--- config.mk ---
export PLATFORM = sky130hd
export DESIGN_NAME = instruction_decode_stage
export DESIGN_NICKNAME = d
export VERILOG_FILES = /design/src/rtl/instruction_decode_stage.sv
export SDC_FILE = /design/constraint.sdc
export NUM_CORES = 2
export LEC_CHECK = 0
export BUFFER_PORTS_ARGS = -buffer_cell sky130_fd_sc_hd__buf_2
export CAP_MARGIN = 0
export CORE_MARGIN = 2
export CORE_UTILIZATION = 35
export CTS_CLUSTER_DIAMETER = 40
export CTS_CLUSTER_SIZE = 8
export DETAILED_ROUTE_END_ITERATION = 10
export PLACE_DENSITY = 0.6
export SYNTH_ARGS = -nofsm -noshare
export SYNTH_HDL_FRONTEND = slang
export SYNTH_SLANG_ARGS = --single-unit
--- constraint.sdc ---
create_clock -name clk -period 94.7 [get_ports clk]
set_input_delay 4.735 -clock clk [delete_from_list [all_inputs] [get_ports clk]]
set_output_delay 4.735 -clock clk [all_outputs]
set_load 0.02 [all_outputs]
--- src/rtl/instruction_decode_stage.sv ---
// RV32I decode stage: register file, immediate/control decode, load-use hazard detection, ID/EX pipeline register.
// Latency: one cycle from an accepted instruction to ID/EX; register reads are combinational.
// Backpressure: in_ready drops on load-use stall or a full ID/EX held by !ex_ready; flush overrides everything.
// Optional feature: define DECODE_BYPASS_EN to forward same-cycle writeback data into the operand reads.
module instruction_decode_stage #(
  parameter int XLEN     = 32,
  parameter int NUM_REGS = 32
) (
  input  logic            clk,
  input  logic            reset,
  input  logic            in_valid,
  output logic            in_ready,
  input  logic [31:0]     in_instr,
  input  logic [XLEN-1:0] in_pc,
  input  logic            flush,
  input  logic            wb_en,
  input  logic [4:0]      wb_addr,
  input  logic [XLEN-1:0] wb_data,
  input  logic            ex_ready,
  output logic            ex_valid,
  output logic [XLEN-1:0] ex_pc,
  output logic [XLEN-1:0] ex_rs1_data,
  output logic [XLEN-1:0] ex_rs2_data,
  output logic [XLEN-1:0] ex_imm,
  output logic [4:0]      ex_rd,
  output logic [4:0]      ex_rs1,
  output logic [4:0]      ex_rs2,
  output logic [2:0]      ex_funct3,
  output logic            ex_alt,
  output logic [7:0]      ex_ctrl,
  output logic            stall
);

  localparam int RAW = $clog2(NUM_REGS);

  localparam logic [6:0] OP_LUI    = 7'b0110111;
  localparam logic [6:0] OP_AUIPC  = 7'b0010111;
  localparam logic [6:0] OP_JAL    = 7'b1101111;
  localparam logic [6:0] OP_JALR   = 7'b1100111;
  localparam logic [6:0] OP_BRANCH = 7'b1100011;
  localparam logic [6:0] OP_LOAD   = 7'b0000011;
  localparam logic [6:0] OP_STORE  = 7'b0100011;
  localparam logic [6:0] OP_IMM    = 7'b0010011;
  localparam logic [6:0] OP_OP     = 7'b0110011;
  localparam logic [6:0] OP_CUST0  = 7'b0001011;

  // ex_ctrl bit positions, MSB first
  localparam int C_REG_WRITE = 7;
  localparam int C_MEM_READ  = 6;
  localparam int C_MEM_WRITE = 5;
  localparam int C_BRANCH    = 4;
  localparam int C_JUMP      = 3;
  localparam int C_ALU_IMM   = 2;
  localparam int C_PC_REL    = 1;
  localparam int C_SWITCH    = 0;

  logic [6:0]  opcode;
  logic [4:0]  rd;
  logic [4:0]  rs1;
  logic [4:0]  rs2;
  assign opcode = in_instr[6:0];
  assign rd     = in_instr[11:7];
  assign rs1    = in_instr[19:15];
  assign rs2    = in_instr[24:20];

  logic [XLEN-1:0] rf [NUM_REGS];
  logic            rs1_in_range;
  logic            rs2_in_range;
  logic            wb_in_range;
  assign rs1_in_range = ({27'd0, rs1} < 32'(NUM_REGS));
  assign rs2_in_range = ({27'd0, rs2} < 32'(NUM_REGS));
  assign wb_in_range  = ({27'd0, wb_addr} < 32'(NUM_REGS));

  // Register file: async clear; x0 and out-of-range indices are never written
  always_ff @(posedge clk or posedge reset) begin
    if (reset) begin
      for (int i = 0; i < NUM_REGS; i++) rf[i] <= '0;
    end else if (wb_en && (wb_addr != 5'd0) && wb_in_range) begin
      rf[wb_addr[RAW-1:0]] <= wb_data;
    end
  end

  logic [XLEN-1:0] rs1_data;
  logic [XLEN-1:0] rs2_data;

  // Combinational operand read; x0 and out-of-range indices read as zero
  always_comb begin
    rs1_data = '0;
    rs2_data = '0;
    if ((rs1 != 5'd0) && rs1_in_range) begin
      rs1_data = rf[rs1[RAW-1:0]];
`ifdef DECODE_BYPASS_EN
      if (wb_en && (wb_addr == rs1)) rs1_data = wb_data;
`endif
    end
    if ((rs2 != 5'd0) && rs2_in_range) begin
      rs2_data = rf[rs2[RAW-1:0]];
`ifdef DECODE_BYPASS_EN
      if (wb_en && (wb_addr == rs2)) rs2_data = wb_data;
`endif
    end
  end

  logic [7:0]         dec_ctrl;
  logic signed [31:0] imm32;
  logic [XLEN-1:0]    dec_imm;
  logic               uses_rs1;
  logic               uses_rs2;

  // Opcode decode: control bundle, immediate format and which sources are really read
  always_comb begin
    dec_ctrl = '0;
    imm32    = '0;
    uses_rs1 = 1'b1;
    uses_rs2 = 1'b0;
    case (opcode)
      OP_LUI: begin
        dec_ctrl[C_REG_WRITE] = 1'b1;
        dec_ctrl[C_ALU_IMM]   = 1'b1;
        imm32    = {in_instr[31:12], 12'b0};
        uses_rs1 = 1'b0;
      end
      OP_AUIPC: begin
        dec_ctrl[C_REG_WRITE] = 1'b1;
        dec_ctrl[C_ALU_IMM]   = 1'b1;
        dec_ctrl[C_PC_REL]    = 1'b1;
        imm32    = {in_instr[31:12], 12'b0};
        uses_rs1 = 1'b0;
      end
      OP_JAL: begin
        dec_ctrl[C_REG_WRITE] = 1'b1;
        dec_ctrl[C_JUMP]      = 1'b1;
        dec_ctrl[C_PC_REL]    = 1'b1;
        imm32    = {{11{in_instr[31]}}, in_instr[31], in_instr[19:12], in_instr[20], in_instr[30:21], 1'b0};
        uses_rs1 = 1'b0;
      end
      OP_JALR: begin
        dec_ctrl[C_REG_WRITE] = 1'b1;
        dec_ctrl[C_JUMP]      = 1'b1;
        dec_ctrl[C_ALU_IMM]   = 1'b1;
        imm32 = {{20{in_instr[31]}}, in_instr[31:20]};
      end
      OP_BRANCH: begin
        dec_ctrl[C_BRANCH] = 1'b1;
        dec_ctrl[C_PC_REL] = 1'b1;
        imm32    = {{19{in_instr[31]}}, in_instr[31], in_instr[7], in_instr[30:25], in_instr[11:8], 1'b0};
        uses_rs2 = 1'b1;
      end
      OP_LOAD: begin
        dec_ctrl[C_REG_WRITE] = 1'b1;
        dec_ctrl[C_MEM_READ]  = 1'b1;
        dec_ctrl[C_ALU_IMM]   = 1'b1;
        imm32 = {{20{in_instr[31]}}, in_instr[31:20]};
      end
      OP_STORE: begin
        dec_ctrl[C_MEM_WRITE] = 1'b1;
        dec_ctrl[C_ALU_IMM]   = 1'b1;
        imm32    = {{20{in_instr[31]}}, in_instr[31:25], in_instr[11:7]};
        uses_rs2 = 1'b1;
      end
      OP_IMM: begin
        dec_ctrl[C_REG_WRITE] = 1'b1;
        dec_ctrl[C_ALU_IMM]   = 1'b1;
        imm32 = {{20{in_instr[31]}}, in_instr[31:20]};
      end
      OP_OP: begin
        dec_ctrl[C_REG_WRITE] = 1'b1;
        uses_rs2 = 1'b1;
      end
      OP_CUST0: begin
        dec_ctrl[C_SWITCH] = 1'b1;
        imm32 = {{20{in_instr[31]}}, in_instr[31:20]};
      end
      default: begin
        dec_ctrl = '0;
      end
    endcase
  end

  // Size cast of a signed value sign-extends to XLEN
  assign dec_imm = XLEN'(imm32);

  assign stall = in_valid && ex_valid && ex_ctrl[C_MEM_READ] && (ex_rd != 5'd0) &&
                 ((uses_rs1 && (rs1 == ex_rd)) || (uses_rs2 && (rs2 == ex_rd)));

  assign in_ready = !stall && (!ex_valid || ex_ready);

  // ID/EX register: flush kills, accepted instruction loads, drained slot becomes a bubble, else hold
  always_ff @(posedge clk or posedge reset) begin
    if (reset) begin
      ex_valid    <= 1'b0;
      ex_ctrl     <= '0;
      ex_pc       <= '0;
      ex_rs1_data <= '0;
      ex_rs2_data <= '0;
      ex_imm      <= '0;
      ex_rd       <= '0;
      ex_rs1      <= '0;
      ex_rs2      <= '0;
      ex_funct3   <= '0;
      ex_alt      <= 1'b0;
    end else if (flush) begin
      ex_valid <= 1'b0;
      ex_ctrl  <= '0;
    end else if (in_valid && in_ready) begin
      ex_valid    <= 1'b1;
      ex_ctrl     <= dec_ctrl;
      ex_pc       <= in_pc;
      ex_rs1_data <= rs1_data;
      ex_rs2_data <= rs2_data;
      ex_imm      <= dec_imm;
      ex_rd       <= rd;
      ex_rs1      <= rs1;
      ex_rs2      <= rs2;
      ex_funct3   <= in_instr[14:12];
      ex_alt      <= in_instr[30];
    end else if (ex_ready) begin
      ex_valid <= 1'b0;
      ex_ctrl  <= '0;
    end
  end

endmodule

==> flow_metrics.py <==
metrics = {
    "floorplanning": {
        "start_util_pct": 35.33,
        "dieArea_sq_mm": 0.1748,
        "die_h_microns": 418.1,
        "coreArea_sq_mm": 0.1698,
        "io_pins": 265,
        "rows": 151,
        "die_w_microns": 418.1,
    },
    "worst_setup_path": {
        "startpoint_type": "input port",
        "slowest_delay_ns": 0.67,
        "rr_startpoint": "ex_rd[1]",
        "path_buf_inv": 5,
        "worstReg2RegEnd": "ex_rs2_data[14]",
        "critPathTopFamily": "buffers and inverters",
        "worstPathMaxFanout": 44,
        "crit_required_ns": 89.97,
        "crit_chain": "buf_2, buf_4, xnor2_1, nand2_1, or4_1, and2_2, buf_4, inv_1, buf_2",
        "critPathSlowestCell": "buf_4",
        "arrival_ns": 7.15,
        "cp-end-kind": "output port",
        "rrSetupSlack_ns": 91.27,
        "critPathKind": "in -> out",
        "reg2reg_depth": 6,
    },
    "synthesis": {
        "synth_compound_area_share_pct": 5.365,
        "syn_area_sq_mm": 0.06001,
        "synth_flop_cell": "dfrtp_1",
        "synthXorXnorAreaFrac_pct": 0.1460,
        "syn_avg_cell_area_sq_um": 14.59,
        "synth_async_sr_flop_share_pct": 100.0,
        "yosys.area_share.simple_pct": 3.011,
        "synth_fp_nets": 4220,
        "ys.warnings.count": 0,
        "synth-edff-count": 0,
        "synth_top_family_by_area": "multiplexers",
        "netlist_instances": 4113,
        "synth-seq-area-share_pct": 49.21,
        "ys_ff_latch": 1180,
        "yosys.area_share.adder_pct": 0,
        "synth.distinct_cells": 61,
        "synthMuxAreaShare_pct": 38.94,
    },
    "power_and_ir_drop": {
        "p_clk_share_pct": 40.4,
        "power_frac_seq_pct": 41.9,
        "pwr-share-comb_pct": 17.7,
        "p_sw_w": 0.0004383,
        "p_leak_nw": 29.89,
        "cellInternalPower_w": 0.001159,
        "p_per_area_mw_per_mm2": 23.13,
        "sw_frac_of_total_pct": 27.43,
        "peakVddDrop_mv": 0.01516,
    },
    "grt": {
        "antenna_found_initial": 21,
        "grt_pass1_vias": 41204,
        "track_usage_pct": 23.57,
        "grt_pass1_wl_microns": 299700,
        "grt_max_degree": 159,
        "grt_overflow_total": 0,
    },
    "routing": {
        "wl_per_cell_microns": 31.74,
        "drtIter0Drc": 3870,
        "drc_errors": 0,
        "ant_nets": 0,
        "first_pass_iters": 7,
        "viasPerCell": 6.107,
        "routed_wirelength_microns": 207300,
        "dr_total_vias": 39876,
    },
    "hold_path": {
        "whs_path_depth": 0,
        "worstHoldPathType": "reg -> reg",
        "worstHoldStart": "rf[1014]",
        "hold_end": "rf[1014]",
    },
    "clocking": {
        "cts_buffer_depth": 3,
        "postCtsSetupBuffers": 0,
        "clock_latency_ns": 0.83,
        "clock-sinks": 1180,
        "htree_levels": 4,
        "cts_root_buffer": "clkbuf_16",
        "cts_resized": 0,
        "cts_hold_buf": 0,
        "cts_made_buffers": 188,
        "clk_pin_slew_ns": 0.05,
        "cts_tree": "yes",
    },
    "timing": {
        "slew_viol_final": 0,
        "setup_viol": 0,
        "fin_skew_ns": 0.03798,
        "fmax_mhz": 84.16,
        "hold_viol_final": 0,
        "rsz0062_at_grt": "false",
        "fin_crit_sh_pct": 12.55,
        "relSlewSlack_pct": 16.48,
        "period_needed_ns": 11.88,
        "holdWs_ns": 0.3952,
        "finalSetupTns_ns": 0,
        "worstMarginPinSlew_ns": 1.241,
    },
    "flow_run": {
        "max-cap-violations": 0,
    },
    "placed_design": {
        "dp_hpwl_microns": 112800,
        "io_buffers": 264,
        "gp_congestion": 0.8231,
    },
    "finish": {
        "drive_above_1_share_pct": 50.66,
        "syn_to_final_growth_pct": 15.12,
        "nNetsFinal": 4321,
    },
    "status": {
        "status": "completed",
    },
}
## worst max-delay path by stage
| stage | start | to | slack, ns | cells after the start |
|---|---|---|---|---|
| floorplan | reset | ex_alt | 56.73 | 1 |
| global placement | in_instr[18] | stall | 82.78 | 9 |
| detailed placement | in_instr[18] | stall | 82.83 | 9 |
| CTS | in_instr[18] | stall | 82.82 | 9 |
| global route | in_instr[18] | stall | 82.76 | 9 |
| finish | in_instr[18] | stall | 82.82 | 9 |
## layout make-up
type,count,area (sq um)
Antenna cell,9,22.52
Fill cell,15488,100800
Clock buffer,232,5050
Timing Repair Buffer,357,2132
Inverter,24,97.59
Sequential cell,1180,29530
Multi-Input combinational cell,2463,28740
Tap cell,2218,2775
Clock inverter,47,729.5
## routing by layer
layer	vias up	wire, microns	share of wire (%)	GRT usage (%)
li1	16038	-	-	-
met1	21577	83020	40	30.29
met2	1742	98730	48	38.00
met3	513	14410	7.0	4.457
met4	6	11080	5.3	12.08
met5	-	36	0.017	0
## flip-flops by register name (all words and copies together), names as in the netlist
| register | flops |
|---|---|
| ex_rs2 | 5 |
| ex_rs1 | 5 |
| ex_alt | 1 |
| ex_valid | 1 |
| ex_ctrl | 8 |
| ex_pc | 32 |
| ex_funct3 | 3 |
| ex_rs1_data | 32 |
| rf | 1024 |
| ex_rs2_data | 32 |
| ex_imm | 32 |
| ex_rd | 5 |
## Yosys cell counts, types with 38 or more instances
library cell,n,share of area [%]
a21oi_1,44,0.37
buf_1,81,0.51
buf_2,96,0.80
mux4_2,408,15
nor2b_1,42,0.44
dfrtp_1,1180,49
nor4_1,40,0.42
mux2_2,1079,20
nand2_1,88,0.55
clkbuf_1,247,1.5
a22oi_1,119,1.5
mux2_1,38,0.71
mux2i_1,160,2.7
o22ai_1,137,1.4
a32o_1,50,0.83
## logic make-up after synthesis
kind of cell	count (synthesis)
compound gates	438
buf+inv	470
mux	1685
xor+xnor	10
flops	1180
simple gates	330
## worst reg2reg max path, delay by kind of cell, from the launching register on
kind,cells,cell delay [ns]
and+or+nand+nor,3,1.58
DFF,1,0.45
AOI/OAI and AO/OA,2,0.63
buffers and inverters,1,0.68
## power by group through the flow
stage	Sequential [W]	Combinational (W)	Clock [W]
finish	0.000669	0.000283	0.000646
global route	0.000679	0.000303	0.000677
global placement	0.000669	0.000278	0
floorplan	0.000664	0.000206	0
detailed placement	0.000673	0.000283	0
CTS	0.000666	0.000284	0.000655
## placed cells by master, fill, tap and decap left out, types with 9 or more instances in the layout
cell       netlist  layout
diode_2          0       9
a211oi_1        18      18
a32o_1          50      50
nand2_2          0      18
mux4_2         408     408
mux2_1          38      38
clkbuf_8         0      20
nand3_1         29      28
nor2b_1         42      37
xnor2_1         10      10
buf_2           96     258
nand4_1         10      10
a22oi_1        119     119
o2bb2ai_2       10      10
bufinv_16        0      11
nor2_4           0      16
buf_4           14      89
clkbuf_1       247      26
clkbuf_16        0     188
o21ai_0         14      14
mux2_2        1079    1079
nor2_1          33      16
dfrtp_1       1180    1180
a21oi_1         44      44
o22ai_1        137     137
o221ai_1        15      15
inv_1           24      23
mux2i_1        160     160
nor4_1          40      39
clkinv_2         0      12
nand2_1         88      70
a22o_1           9       9
nor3_1          23      22
## metrics by stage
step / instances / setup slack [ns] / utilization (%) / total power, W / instance area [sq um]
global placement: 6242 / 82.78 / 37.25 / 0.0009471 / 63280
CTS: 6521 / 82.82 / 40.66 / 0.001606 / 69060
global route: 6524 / 82.76 / 40.66 / 0.001659 / 69060
floorplan: 4113 / 56.73 / - / 0.0008701 / 60010
finish: 6530 / 82.82 / 40.67 / 0.001598 / 69080
detailed placement: 6242 / 82.83 / 37.25 / 0.0009568 / 63280
(Power assumes the default switching activity.)
